`src/rtl/ripple_ext_pkg.sv`:
```
// Shared definitions for the ripple counter extender.
// Holds the FSM state encoding, the default widths and the width of the
// stability hold counter.
package ripple_ext_pkg;

    localparam int unsigned CNT_W_DEF = 4;
    localparam int unsigned EXT_W_DEF = 16;

    // Hold counter width; fits STABLE_CYCLES values up to 15.
    localparam int unsigned HOLD_W = 4;

    typedef enum logic {
        INIT = 1'b0,
        RUN  = 1'b1
    } state_t;

endpackage

```
`src/rtl/count_stable_filter.sv`:
```
// Synchronizes the asynchronous ripple count into the clk domain and accepts
// a value only after it has been seen unchanged for STABLE_CYCLES cycles.
// Ports:
//   clk, rst   - clock and synchronous active-high reset
//   cnt_in     - ripple counter output, asynchronous to clk
//   acc_valid  - one-cycle pulse when a stable value is accepted
//   acc_value  - the accepted value, held until the next acceptance
module count_stable_filter
    import ripple_ext_pkg::*;
#(
    parameter int unsigned CNT_W         = CNT_W_DEF,
    parameter int unsigned STABLE_CYCLES = 2
) (
    input  logic             clk,
    input  logic             rst,
    input  logic [CNT_W-1:0] cnt_in,
    output logic             acc_valid,
    output logic [CNT_W-1:0] acc_value
);

    localparam logic [HOLD_W-1:0] HOLD_TARGET = HOLD_W'(STABLE_CYCLES);

    logic [CNT_W-1:0]  sync1;
    logic [CNT_W-1:0]  sync2;
    logic [HOLD_W-1:0] hold;
    logic              changed_c;
    logic [HOLD_W-1:0] hold_next_c;
    logic              accept_c;

    // sync2 is about to take a new value when the two stages differ.
    // hold counts cycles sync2 has held its value and saturates at the target,
    // so a value is accepted exactly once however long it is held.
    always_comb begin
        changed_c   = (sync1 != sync2);
        hold_next_c = hold;
        if (changed_c) begin
            hold_next_c = HOLD_W'(1);
        end else if (hold != HOLD_TARGET) begin
            hold_next_c = hold + 1'b1;
        end
        accept_c = (hold_next_c == HOLD_TARGET) && (changed_c || (hold != HOLD_TARGET));
    end

    // Two-flop synchronizer, hold counter and registered acceptance.
    always_ff @(posedge clk) begin
        if (rst) begin
            sync1     <= '0;
            sync2     <= '0;
            hold      <= '0;
            acc_valid <= 1'b0;
            acc_value <= '0;
        end else begin
            sync1     <= cnt_in;
            sync2     <= sync1;
            hold      <= hold_next_c;
            acc_valid <= accept_c;
            if (accept_c) begin
                acc_value <= sync1;
            end
        end
    end

endmodule

```
`src/rtl/ripple_count_extender.sv`:
```
// Extends a narrow asynchronous ripple count into a wide synchronous count.
// Accepted values are turned into modular steps and accumulated.
// Ports:
//   clk, rst    - clock and synchronous active-high reset
//   cnt_in      - ripple counter output, asynchronous to clk
//   clr         - clears ext_count, overflow and delta
//   ext_count   - accumulated count
//   ext_valid   - set once the first stable value is accepted
//   delta       - step applied on the most recent update
//   wrap_pulse  - one-cycle pulse when a step crossed the low counter wrap
//   overflow    - sticky, set when ext_count wraps
module ripple_count_extender
    import ripple_ext_pkg::*;
#(
    parameter int unsigned CNT_W         = CNT_W_DEF,
    parameter int unsigned EXT_W         = EXT_W_DEF,
    parameter int unsigned STABLE_CYCLES = 2
) (
    input  logic             clk,
    input  logic             rst,
    input  logic [CNT_W-1:0] cnt_in,
    input  logic             clr,
    output logic [EXT_W-1:0] ext_count,
    output logic             ext_valid,
    output logic [CNT_W-1:0] delta,
    output logic             wrap_pulse,
    output logic             overflow
);

    localparam int unsigned SUM_W = EXT_W + 1;

    state_t           state;
    state_t           state_next;
    logic             acc_valid;
    logic [CNT_W-1:0] acc_value;
    logic [CNT_W-1:0] prev;

    logic [CNT_W-1:0] step_c;
    logic [SUM_W-1:0] sum_c;
    logic [CNT_W-1:0] prev_next;
    logic [EXT_W-1:0] ext_count_next;
    logic [CNT_W-1:0] delta_next;
    logic             wrap_next;
    logic             overflow_next;
    logic             ext_valid_next;

    count_stable_filter #(
        .CNT_W         (CNT_W),
        .STABLE_CYCLES (STABLE_CYCLES)
    ) u_filter (
        .clk       (clk),
        .rst       (rst),
        .cnt_in    (cnt_in),
        .acc_valid (acc_valid),
        .acc_value (acc_value)
    );

    // State register.
    always_ff @(posedge clk) begin
        if (rst) begin
            state <= INIT;
        end else begin
            state <= state_next;
        end
    end

    // Next state: the first acceptance establishes the baseline.
    always_comb begin
        state_next = state;
        if ((state == INIT) && acc_valid) begin
            state_next = RUN;
        end
    end

    // Output logic: modular step, accumulation and flags.
    always_comb begin
        step_c         = acc_value - prev;
        sum_c          = SUM_W'(ext_count) + SUM_W'(step_c);
        prev_next      = prev;
        ext_count_next = ext_count;
        delta_next     = delta;
        wrap_next      = 1'b0;
        overflow_next  = overflow;
        ext_valid_next = ext_valid;

        if (acc_valid) begin
            case (state)
                INIT: begin
                    prev_next      = acc_value;
                    ext_valid_next = 1'b1;
                end
                RUN: begin
                    if (acc_value != prev) begin
                        prev_next      = acc_value;
                        ext_count_next = sum_c[EXT_W-1:0];
                        delta_next     = step_c;
                        wrap_next      = (acc_value < prev);
                        overflow_next  = overflow | sum_c[EXT_W];
                    end
                end
                default: ;
            endcase
        end

        // A coincident step is discarded, but prev still follows the input.
        if (clr) begin
            ext_count_next = '0;
            delta_next     = '0;
            wrap_next      = 1'b0;
            overflow_next  = 1'b0;
        end
    end

    // Output and baseline registers.
    always_ff @(posedge clk) begin
        if (rst) begin
            prev       <= '0;
            ext_count  <= '0;
            delta      <= '0;
            wrap_pulse <= 1'b0;
            overflow   <= 1'b0;
            ext_valid  <= 1'b0;
        end else begin
            prev       <= prev_next;
            ext_count  <= ext_count_next;
            delta      <= delta_next;
            wrap_pulse <= wrap_next;
            overflow   <= overflow_next;
            ext_valid  <= ext_valid_next;
        end
    end

endmodule

```
`config.mk`:
```
export PLATFORM = sky130hd
export DESIGN_NAME = ripple_count_extender
export DESIGN_NICKNAME = d
export VERILOG_FILES = /design/src/rtl/ripple_ext_pkg.sv /design/src/rtl/count_stable_filter.sv /design/src/rtl/ripple_count_extender.sv
export SDC_FILE = /design/constraint.sdc
export NUM_CORES = 1
export LEC_CHECK = 0
export BUFFER_PORTS_ARGS = -buffer_cell sky130_fd_sc_hd__buf_2
export CAP_MARGIN = 20
export CORE_ASPECT_RATIO = 1.25
export CORE_MARGIN = 3
export CORE_UTILIZATION = 30
export DETAILED_ROUTE_END_ITERATION = 7
export REMOVE_ABC_BUFFERS = 1
export SETUP_SLACK_MARGIN = 0.5
export SYNTH_ARGS = -nofsm -noshare
export SYNTH_HDL_FRONTEND = slang
export SYNTH_HIERARCHICAL = 1
export SYNTH_SLANG_ARGS = --single-unit
export TNS_END_PERCENT = 1
```
`constraint.sdc`:
```
create_clock -name clk -period 5.3 [get_ports clk]
set_clock_uncertainty 0.15 [all_clocks]
set_input_delay 0.265 -clock clk [delete_from_list [all_inputs] [get_ports clk]]
set_output_delay 0.265 -clock clk [all_outputs]
set_load 0.03 [all_outputs]
```
# After elaboration in Yosys (flattened, before gate mapping)
# Cells that the tools add are included.
[totals]
ff_bits = 45
input_bits = 7
word_cells = 37
[classes]
addsub = 3
magnitude_cmp = 1
eq_ne = 5
mux = 4
bitwise_logic = 4
n_reduce_logical = 8
[ops]
columns = ["op", "n"]
rows = [
  ["adder 16 x 4 -> 17 bit", 1],
  ["two-way mux 4 bit", 3],
  ["!= test 4 bit", 2],
  ["one-hot mux 4 bit (2 select lines)", 1],
  ["OR reduction 5 bit", 1],
  ["adder 4 x 1 -> 4 bit (second input constant)", 1],
  ["equality test 4 x 2 -> 1 bit (second input constant)", 1],
  ["less-than comparator 4 bit", 1],
  ["!= test 4 x 2 -> 1 bit (second input constant)", 1],
  ["AND reduction 2 bit", 2],
  ["subtractor 4 bit", 1],
  ["inverter 1 bit", 3],
  ["AND reduction 3 bit", 1],
  ["logical AND 1 bit", 2],
  ["!= test 2 x 1 -> 1 bit (second input constant)", 1],
  ["OR reduction 2 bit", 1],
  ["logical OR 1 bit", 1],
  ["OR 1 bit", 1],
]

# Logic depth before layout (Yosys ltp)
# Gate-level depths: netlist of run 1.
[logic_depth]
word_depth = 5
ltp_mapped = 12
depth_no_buf = 12

# By module
# The synthesis of run 1 kept the hierarchy.
[modules_own_cells]
columns = ["module", "n_inst", "cells_per_inst", "area_per_inst_um2"]
rows = [
  ["ripple_count_extender", 1, 159, 1421.4],
  ["count_stable_filter", 1, 58, 655.6],
]

# Worst setup path after synthesis of run 1
# Ideal clock, no wire load.
[synth_timing]
kind = "flip-flop to flip-flop"
startpoint = "register u_filter.acc_value[0]"
endpoint = "register ext_count[6]"
t_arrival_ns = 2.344
setup_slack_ns = 2.679
stages_incl_launch_ff = 12
path_buffers = 0
cell_sequence = "dfxtp_1 > inv_1 > ha_1 > inv_1 > fa_1 > inv_1 > fa_1 > nor2b_1 > o21ai_1 > a2111oi_4 > xnor2_1 > nor2_1"
[synth_via]
elab_chain_len = 2
word_cells_on_any_way = 4
classes_between = "add/sub (2); eq/ne (1); reduce/logical (1)"
[synth_rtl]
columns = ["item", "line_no", "source"]
rows = [
  ["start, declared", "count_stable_filter.sv:18", "output logic [CNT_W-1:0] acc_value"],
  ["start signal, assigned", "count_stable_filter.sv:58", "acc_value <= sync1;"],
  ["subtractor 4 bit", "ripple_count_extender.sv:77", "step_c = acc_value - prev;"],
  ["net step_c[1]", "ripple_count_extender.sv:38", "logic [CNT_W-1:0] step_c;"],
  ["adder 16 x 4 -> 17 bit", "ripple_count_extender.sv:78", "sum_c = SUM_W'(ext_count) + SUM_W'(step_c);"],
  ["end signal, assigned", "ripple_count_extender.sv:125", "ext_count <= ext_count_next;"],
  ["end, declared", "ripple_count_extender.sv:23", "output logic [EXT_W-1:0] ext_count,"],
]
# The timed path passes the listed nets, and every way through them passes these cells.
# A chain may end at the register's enable or synchronous reset.

# Worst setup path in the final report of run 1
[layout_timing]
startpoint = "register u_filter.acc_value[0]"
endpoint = "register ext_count[8]"
# The elaborated chain is that of the path after synthesis.

==> impl_metrics.toml, run 1 <==
[critical_path]
crit_family = "compound AO/OA/AOI/OAI gates"
path_cells = "inv_1, ha_1, inv_1, fa_1, xor2_1, ha_1, nor2b_1, o21ai_1, a21oi_1, a31o_2"
worstPathArrival_ns = 2.87
slowest_stage = "o21ai_1"
crit_cells = 10
slowest_delay_ns = 0.42
cp_num_buf_inv = 2
rr_startpoint = "u_filter/acc_value[0]"
worstRegToRegCells = 10
path_max_fanout = 6
critical_path_class = "reg -> reg"
start_kind = "register"
cp-end-kind = "register"
required_ns = 5.34
crit_path_start = "u_filter/acc_value[0]"

[sta]
timing.final.ws_setup_ns = 2.47
tightest_slew_ns = 0.523
hold_violations = 0
tns_ns = 0
maxSlewViolCount = 0
setup_viol = 0
period_share = 0.534
rsz0062_at_grt = "false"
min_period_ns = 2.83
max_freq_mhz = 354
timing.slew.headroom = 0.649

[logic_synthesis]
async_flop_share = 0
synth-main-ff-cell = "dfxtp_1"
yosys.cell_types.count = 41
ys_warn_count = 6
ys_seq_area_frac = 0.424
syn_inst = 217
synth_edf_count = 0
synthesis.area_um2 = 2080
synth-seq-cells = 44
avgSynthCellArea_um2 = 9.57

[finish]
fin_util = 0.363
multi_input_area_um2 = 1100
seq_area_um2 = 881
area_growth_pct = 16.1
antenna_cells = 0
nFillCells = 711
drive_gt1_frac = 0.205
fin_cells = 336
layout.nets = 267

[floorplanning]
row_count = 33
core_um2 = 6650
die_h_um = 99.0
die_w_um = 80.4
io_pins = 30
start_util = 0.312
die-area_um2 = 7960

[clock_network]
clockRootBuffer = "clkbuf_8"
cts-buffers-inserted = 5
cts_hold_buffers = 0
cts_tree = "done"
post_cts_buffers = 0
cts_resized = 0
clk_latency_ns = 0.30
ctsLongestPathBuffers = 2
h-tree-depth = 2
cts.clk_slew.worst_paths_ns = 0.08
clkSinkCount = 44

[global_route]
overflow = 0
grt_pass1_vias = 1437
grt_start_max_net_pins = 24
track_usage = 0.103
antenna_found_initial = 0
grt_pass1_wl_mm = 6.50

[power_and_ir_drop]
powerDensity_nw_per_um2 = 261
vdd_drop_max_mv = 0.111
p_leak_nw = 0.942

[worst_hold_path]
hold_path.startpoint = "cnt_in[3]"
min-delay-path-class = "in -> reg"
worstHoldPathCells = 2

[placement]
hpwlAfterDp_mm = 2.73
place_ws_ns = 2.48
dp.cells = 328
gp_routability_congestion = 0.745
port_buffers = 29

[routing]
drt_wl_total_mm = 3.60
post_drt_wl_per_cell_um = 10.7
drc = 0
dr.pass1.iters = 3
route.vias.total = 1498
drt_iter0_drc = 97
drtAntennaViolNets = 0
vias_per_cell = 4.46

[status]
status = "finished clean"

[run]
maxCapViolCount = 0
## state kept, by name, indices dropped and copies added (netlist names)
name	flops
overflow	1
delta	4
wrap_pulse	1
u_filter/hold	4
u_filter/acc_valid	1
prev	4
state	1
u_filter/sync2	4
u_filter/sync1	4
u_filter/acc_value	4
ext_count	16
## Yosys cell counts, types with 2 or more instances
cell	instances	area, um^2
xnor2_1	20	175
nand2_1	15	56.3
fa_1	2	40.0
a21oi_1	13	65.1
mux2i_1	3	30.0
clkbuf_1	3	11.3
dfxtp_1	44	881
nor2_1	25	93.8
a211oi_1	6	45.0
nor2b_1	16	100
a31oi_1	2	12.5
mux2_2	4	45.0
nand3_1	5	25.0
o21ai_1	2	10.0
a21o_1	3	22.5
and3_1	2	12.5
ha_1	10	125
inv_1	15	56.3
or3_1	3	18.8
nor3_1	3	15.0
## power breakdown
group | switching [mW] | total (mW) | internal, mW
logic | 0.0161 | 0.0295 | 0.0134
registers | 0.00362 | 0.339 | 0.335
clock network | 0.119 | 0.261 | 0.142
total | 0.138 | 0.629 | 0.491
## metrics by stage
step | hold slack, ns | power (mW) | area (um^2)
3_5_place_dp | 0.299 | 0.377 | 2300
5_1_grt | 0.0133 | 0.662 | 2410
4_1_cts | 0.00797 | 0.644 | 2410
3_3_place_gp | 0.298 | 0.377 | 2300
2_1_floorplan | 0.187 | 0.368 | 2040
6_report | 0.0242 | 0.629 | 2410
## cells by family (layout without fill, tap and decap cells)
logic type	after synthesis	in the layout	share of synthesized area
xor+xnor	21	21	0.0886
mux	7	7	0.0361
fa+ha+maj	12	12	0.0795
flops	44	44	0.424
simple gates	81	81	0.222
compound gates	32	32	0.106
buf+inv	20	52	0.0440
## per-layer routing
layer  track usage  wire, um  vias to the layer above
met5             0         0                        -
met4        0.0468        55                        0
met3        0.0311       177                        4
met2         0.170      1770                       22
met1         0.120      1600                      680
li1              -         -                      792
## path summary, 6_finish.rpt
kind	slack [ns]	to
max	2.47	ext_count[8]
min	0.02	u_filter/sync1[3]
max reg2reg	2.47	ext_count[8]
min reg2reg	0.31	delta[2]
## cell type report
type,count,share of cell area
sequential,44,0.365
inverter,15,0.0234
timing repair buffer,29,0.0602
tap,87,0.0451
clock inverter,3,0.0192
clock buffer,5,0.0285
multi-input combinational,153,0.458
## cells in the final DEF, fill, tap and decap left out, types with 2 or more instances in the layout
master / synthesis / final
dfxtp_1: 44 / 44
nor2b_1: 16 / 16
fa_1: 2 / 2
o21ai_1: 2 / 2
xnor2_1: 20 / 20
nor2_1: 25 / 25
or3_1: 3 / 3
clkbuf_8: 0 / 5
mux2_2: 4 / 4
mux2i_1: 3 / 3
a21oi_1: 13 / 13
a211oi_1: 6 / 6
nor3_1: 3 / 3
ha_1: 10 / 10
a31oi_1: 2 / 2
nand2_1: 15 / 15
a21o_1: 3 / 3
nand3_1: 5 / 5
inv_1: 15 / 15
buf_2: 0 / 29
and3_1: 2 / 2
No activity file was read; power rests on OpenSTA's default activity.
==> run 2, diff against run 1 <==
==> constraint.sdc (replaced) <==
create_clock -name clk -period 2.8 [get_ports clk]
set_clock_uncertainty 0.15 [all_clocks]
set_input_delay 0.14 -clock clk [delete_from_list [all_inputs] [get_ports clk]]
set_output_delay 0.14 -clock clk [all_outputs]
set_load 0.03 [all_outputs]
==> run 2 against run 1 <==
  * Utilization increased by 4.3 points
  * Sequential power rose by 89%
  * Worst setup slack lost 2.3 ns
  * Flip-flop and latch count did not move
  * First-iteration DRC count shrank 46%
  * Design area is 12% higher
  * Count of clock-buffer cells in the layout increased by 1
  * Via count grew 6.7%
  * Non-clock buffer count rose by 15
  * Die area stayed put
  * Clock power rose by 97%
  * Largest cell class unchanged
  * Highest routed layer unchanged
==> impl_metrics.toml, run 2 (synthesized netlist as in run 1, its figures left out) <==
[critical_path]
start_kind = "register"
path_max_fanout = 5
rr_endpoint = "ext_count[9]"
cp_num_buf_inv = 4
rr_startpoint = "u_filter/acc_value[0]"
path_cells = "inv_2, ha_4, inv_2, fa_2, buf_6, ha_4, a211oi_2, o21a_2, buf_12, or4_1, a21oi_1"
slowest_stage = "fa_2"
crit_family = "adder cells"
cp-end-kind = "register"
slowest_delay_ns = 0.44
worstRegToRegCells = 11
reg2reg_slack_ns = 0.19
critical_path_class = "reg -> reg"
required_ns = 2.89
worstPathArrival_ns = 2.70

[routing]
route.vias.total = 1599
drt_wl_total_mm = 4.06
post_drt_wl_per_cell_um = 11.6
drtAntennaViolNets = 0
drc = 0
vias_per_cell = 4.56
dr.pass1.iters = 4
drt_iter0_drc = 52

[worst_hold_path]
hold_end = "prev[0]"
hold_path.startpoint = "rst"
min-delay-path-class = "in -> reg"
worstHoldPathCells = 2

[global_route]
grt_start_max_net_pins = 24
overflow = 0
antenna_found_initial = 0
grt_pass1_wl_mm = 6.75
track_usage = 0.107
grt_pass1_vias = 1520

[finish]
antenna_cells = 0
largest_reg_flops = 16
layout_common_cells = "dfxtp_1 (41), buf_2 (29), nor2_1 (25)"
layout.nets = 282
drive_gt1_frac = 0.330
nFillCells = 640
fin_area_um2 = 2690
area_growth_pct = 29.7
final_common_cell = "dfxtp_1"
regMostFlops = "ext_count"

[sta]
period_share = 0.933
min_period_ns = 2.61
timing.final.ws_setup_ns = 0.187
max_freq_mhz = 383
rsz0062_at_grt = "true"
hold_violations = 0
tightest_slew_ns = 0.477
timing.slew.headroom = 0.680
maxSlewViolCount = 0
setup_viol = 0

[placement]
place_area_um2 = 2320
port_buffers = 29
place_ws_ns = -0.0681
gp_routability_congestion = 0.758
hpwlAfterDp_mm = 2.81

[power_and_ir_drop]
p_leak_nw = 1.03
seqPwrFrac = 0.525
pwr-share-clk = 0.419
netSwitchingPower_mw = 0.262
p_comb_frac = 0.056
p_sw_frac = 0.215
powerDensity_nw_per_um2 = 454
vdd_drop_max_mv = 0.237
p_int_mw = 0.960

[clock_network]
clockRootBuffer = "clkbuf_8"
clk_latency_ns = 0.30
clkSinkCount = 44
h-tree-depth = 2
cts-buffers-inserted = 5
ctsLongestPathBuffers = 2
cts_tree = "done"
cts.clk_slew.worst_paths_ns = 0.08

[floorplanning]
core_um2 = 6650
row_count = 33
die-area_um2 = 7960
start_util = 0.312
die_w_um = 80.4
die_h_um = 99.0
io_pins = 30

[run]
maxCapViolCount = 0

[status]
status = "finished clean"
## run 2: metal layers
metal / share of wire / wire [um] / up-vias / global-route usage
met5: 0 / 0 / - / 0
met4: 0.022 / 90 / 0 / 0.0455
met3: 0.050 / 201 / 9 / 0.0366
met2: 0.49 / 2000 / 32 / 0.176
met1: 0.43 / 1770 / 733 / 0.125
li1: - / - / 825 / -
## run 2: repair_timing
item | CTS | global route
endpoints found under the setup margin | 14 | 15
pin swaps | 12 | 4
endpoints found under the hold margin | 4 | 0
resized for setup | 24 | 8
buffers inserted | 7 | 1
hold buffers | 4 | 0
## run 2: worst max-delay path by stage
stage	from	to	slack [ns]	cells past startpoint
after CTS	u_filter/acc_value[0]	ext_count[6]	0.18	11
final	u_filter/acc_value[0]	ext_count[9]	0.19	11
after detailed placement	u_filter/acc_value[0]	ext_count[8]	-0.07	11
after global routing	u_filter/acc_value[0]	ext_count[9]	0.10	11
after floorplan	u_filter/acc_value[0]	ext_count[6]	0.18	11
after global placement	u_filter/acc_value[0]	ext_count[8]	-0.03	10
## run 2: final cells by class
type	instances	area (um^2)	area share
clock buffers	6	82.6	0.0307
clock inverters	2	38.8	0.0144
inverters	15	56.3	0.0209
multi-input cells	153	1240	0.460
flip-flops and latches	44	885	0.328
well taps	87	109	0.0404
repair buffers	44	284	0.105
## run 2: worst reg2reg max path, stage by stage (launching register included)
cell and delay, ns:
dfxtp_2 0.34, inv_2 0.05, ha_4 0.14, inv_2 0.06, fa_2 0.44, buf_6 0.14
ha_4 0.26, a211oi_2 0.07, o21a_2 0.26, buf_12 0.14, or4_1 0.39, a21oi_1 0.12
## run 2: power by group through the flow
| stage | registers [mW] | logic, mW | clock network, mW |
|---|---|---|---|
| 4_1_cts | 0.642 | 0.0679 | 0.529 |
| 3_5_place_dp | 0.657 | 0.0581 | 0 |
| 2_1_floorplan | 0.656 | 0.0402 | 0 |
| 5_1_grt | 0.644 | 0.0761 | 0.555 |
| 6_report | 0.642 | 0.0679 | 0.513 |
| 3_3_place_gp | 0.656 | 0.0574 | 0 |
## run 2: through the flow
step | std cells | utilization | hold WS (ns) | TNS (ns) | power [mW]
floorplan | 212 | - | 0.0616 | 0 | 0.696
global placement | 331 | 0.349 | 0.201 | -0.0434 | 0.713
detailed placement | 331 | 0.349 | 0.202 | -0.138 | 0.715
CTS | 350 | 0.398 | 0.0941 | 0 | 1.24
global route | 351 | 0.405 | 0.116 | 0 | 1.27
finish | 351 | 0.405 | 0.0891 | 0 | 1.22
==> run 3, diff against run 2 <==
--- a/config.mk
+++ b/config.mk
@@ -5,7 +5,7 @@
 export SDC_FILE = /design/constraint.sdc
 export NUM_CORES = 1
 export LEC_CHECK = 0
-export BUFFER_PORTS_ARGS = -buffer_cell sky130_fd_sc_hd__buf_2
+export BUFFER_PORTS_ARGS = -buffer_cell sky130_fd_sc_hd__buf_4
 export CAP_MARGIN = 20
 export CORE_ASPECT_RATIO = 1.25
 export CORE_MARGIN = 3
==> run 3 against run 2 <==
  * Count of clock-buffer cells in the layout is 1 lower
  * Wire length decreased by 5.7%
  * Die area did not move
  * Via count down 3.6%
  * Worst setup slack worse by 0.025 ns
  * Power shrank 1.5%
  * Register-to-register slack got worse by 0.02 ns
  * Flip-flop and latch count is the same
  * Largest power group unchanged
==> impl_metrics.toml, run 3 (synthesized netlist as in run 1, its figures left out) <==
[status]
status = "finished clean"

[worst_hold_path]
min-delay-path-class = "in -> reg"
hold_path.startpoint = "rst"
worstHoldPathCells = 2

[run]
maxCapViolCount = 0

[finish]
fin_cells = 344
regMostFlops = "ext_count"
largest_reg_flops = 16
nFillCells = 674
antenna_cells = 0
area_growth_pct = 25.5
fin_area_um2 = 2610
layout_common_cells = "dfxtp_1 (42), buf_4 (33), nor2_1 (25)"
drive_gt1_frac = 0.268
layout.nets = 275
final_common_cell = "dfxtp_1"
multi_input_area_um2 = 1150
seq_area_um2 = 883

[floorplanning]
die_w_um = 80.4
start_util = 0.312
die-area_um2 = 7960
die_h_um = 99.0
io_pins = 30
row_count = 33
core_um2 = 6650

[routing]
drtAntennaViolNets = 0
drt_wl_total_mm = 3.83
drt_iter0_drc = 46
drc = 0
post_drt_wl_per_cell_um = 11.1
dr.pass1.iters = 4
vias_per_cell = 4.48
route.vias.total = 1542

[global_route]
track_usage = 0.105
overflow = 0
antenna_found_initial = 0
grt_pass1_wl_mm = 6.62
grt_pass1_vias = 1523
grt_start_max_net_pins = 24

[critical_path]
path_max_fanout = 6
reg2reg_slack_ns = 0.16
endpoint = "ext_count[6]"
crit_path_frequent_cell = "inv_2"
crit_path_start = "u_filter/acc_value[0]"
required_ns = 2.82
worstRegToRegCells = 11
worstPathArrival_ns = 2.66
rr_endpoint = "ext_count[6]"
start_kind = "register"
critical_path_class = "reg -> reg"
slowest_stage = "fa_2"
rr_startpoint = "u_filter/acc_value[0]"
path_cells = "inv_2, ha_4, inv_2, fa_2, inv_2, fa_2, nor2b_4, o21ai_4, a2111oi_4, xnor2_1, nor2_1"
slowest_delay_ns = 0.56
cp-end-kind = "register"

[placement]
place_area_um2 = 2380
port_buffers = 29
dp.cells = 330
hpwlAfterDp_mm = 2.77
gp_routability_congestion = 0.783

[power_and_ir_drop]
vdd_drop_max_mv = 0.212
powerDensity_nw_per_um2 = 462
power_mw = 1.20
p_leak_nw = 0.982

[clock_network]
ctsLongestPathBuffers = 2
cts-buffers-inserted = 5
clockRootBuffer = "clkbuf_8"
clkSinkCount = 44
clk_latency_ns = 0.30
cts.clk_slew.worst_paths_ns = 0.09
cts_tree = "done"
h-tree-depth = 2

[sta]
tns_ns = 0
tightest_slew_ns = 0.496
maxSlewViolCount = 0
rsz0062_at_grt = "true"
min_period_ns = 2.64
max_freq_mhz = 379
whs_ns = 0.0229
period_share = 0.942
hold_violations = 0
timing.slew.headroom = 0.667
setup_viol = 0
## run 3: cell types whose count changed in the layout (fill, tap and decap cells not counted), sizes merged
cell | previous run | this run
buf | 40 | 33
clkbuf | 6 | 5
clkinv | 1 | 0
clkinvlp | 0 | 1
inv | 15 | 16
## run 3: critical path, delay by kind of cell, from the launching register on
family	cells	cell delay, ns
adders and majority gates	3	1.06
AOI/OAI and AO/OA	2	0.47
DFF	1	0.33
and+or+nand+nor	2	0.20
buffers and inverters	3	0.15
xor gates and xnor gates	1	0.15
## run 3: layout make-up
cell class                      instances  share of cell area
Inverter                               15              0.0216
Multi-Input combinational cell        153               0.443
Clock inverter                          3              0.0178
Clock buffer                            5              0.0264
Timing Repair Buffer                   37               0.110
Tap cell                               87              0.0418
Sequential cell                        44               0.339
## run 3: worst min-delay path by stage
stage / end / slack (ns)
final: prev[2] / 0.02
after global placement: u_filter/sync1[0] / 0.20
after detailed placement: u_filter/sync1[2] / 0.20
after global routing: u_filter/sync1[3] / 0.04
after CTS: prev[2] / 0.02
after floorplan: u_filter/acc_valid / 0.06
## run 3: per-layer routing
| layer | routed length [um] | GRT usage | vias to the layer above |
|---|---|---|---|
| met4 | 59 | 0.0442 | 0 |
| li1 | - | - | 808 |
| met1 | 1700 | 0.127 | 709 |
| met3 | 158 | 0.0293 | 4 |
| met2 | 1910 | 0.172 | 21 |
| met5 | 0 | 0 | - |
## run 3: timing repair
item	in CTS	in global routing
endpoints found under the setup margin	14	15
hold endpoints to repair	4	0
hold buffers	4	0
setup buffers	2	0
resized for setup	11	7
pin swaps	6	7
## run 3: stage by stage
step / utilization / setup slack, ns
2_1_floorplan: - / 0.179
3_3_place_gp: 0.359 / -0.0332
3_5_place_dp: 0.359 / -0.0393
4_1_cts: 0.390 / 0.191
5_1_grt: 0.392 / 0.0251
6_report: 0.392 / 0.162
## run 3: where the power goes
part | internal [mW] | leakage (nW) | switching, mW
Combinational | 0.0333 | 0.569 | 0.0331
Clock | 0.269 | 0.0548 | 0.227
Sequential | 0.635 | 0.358 | 0.00733
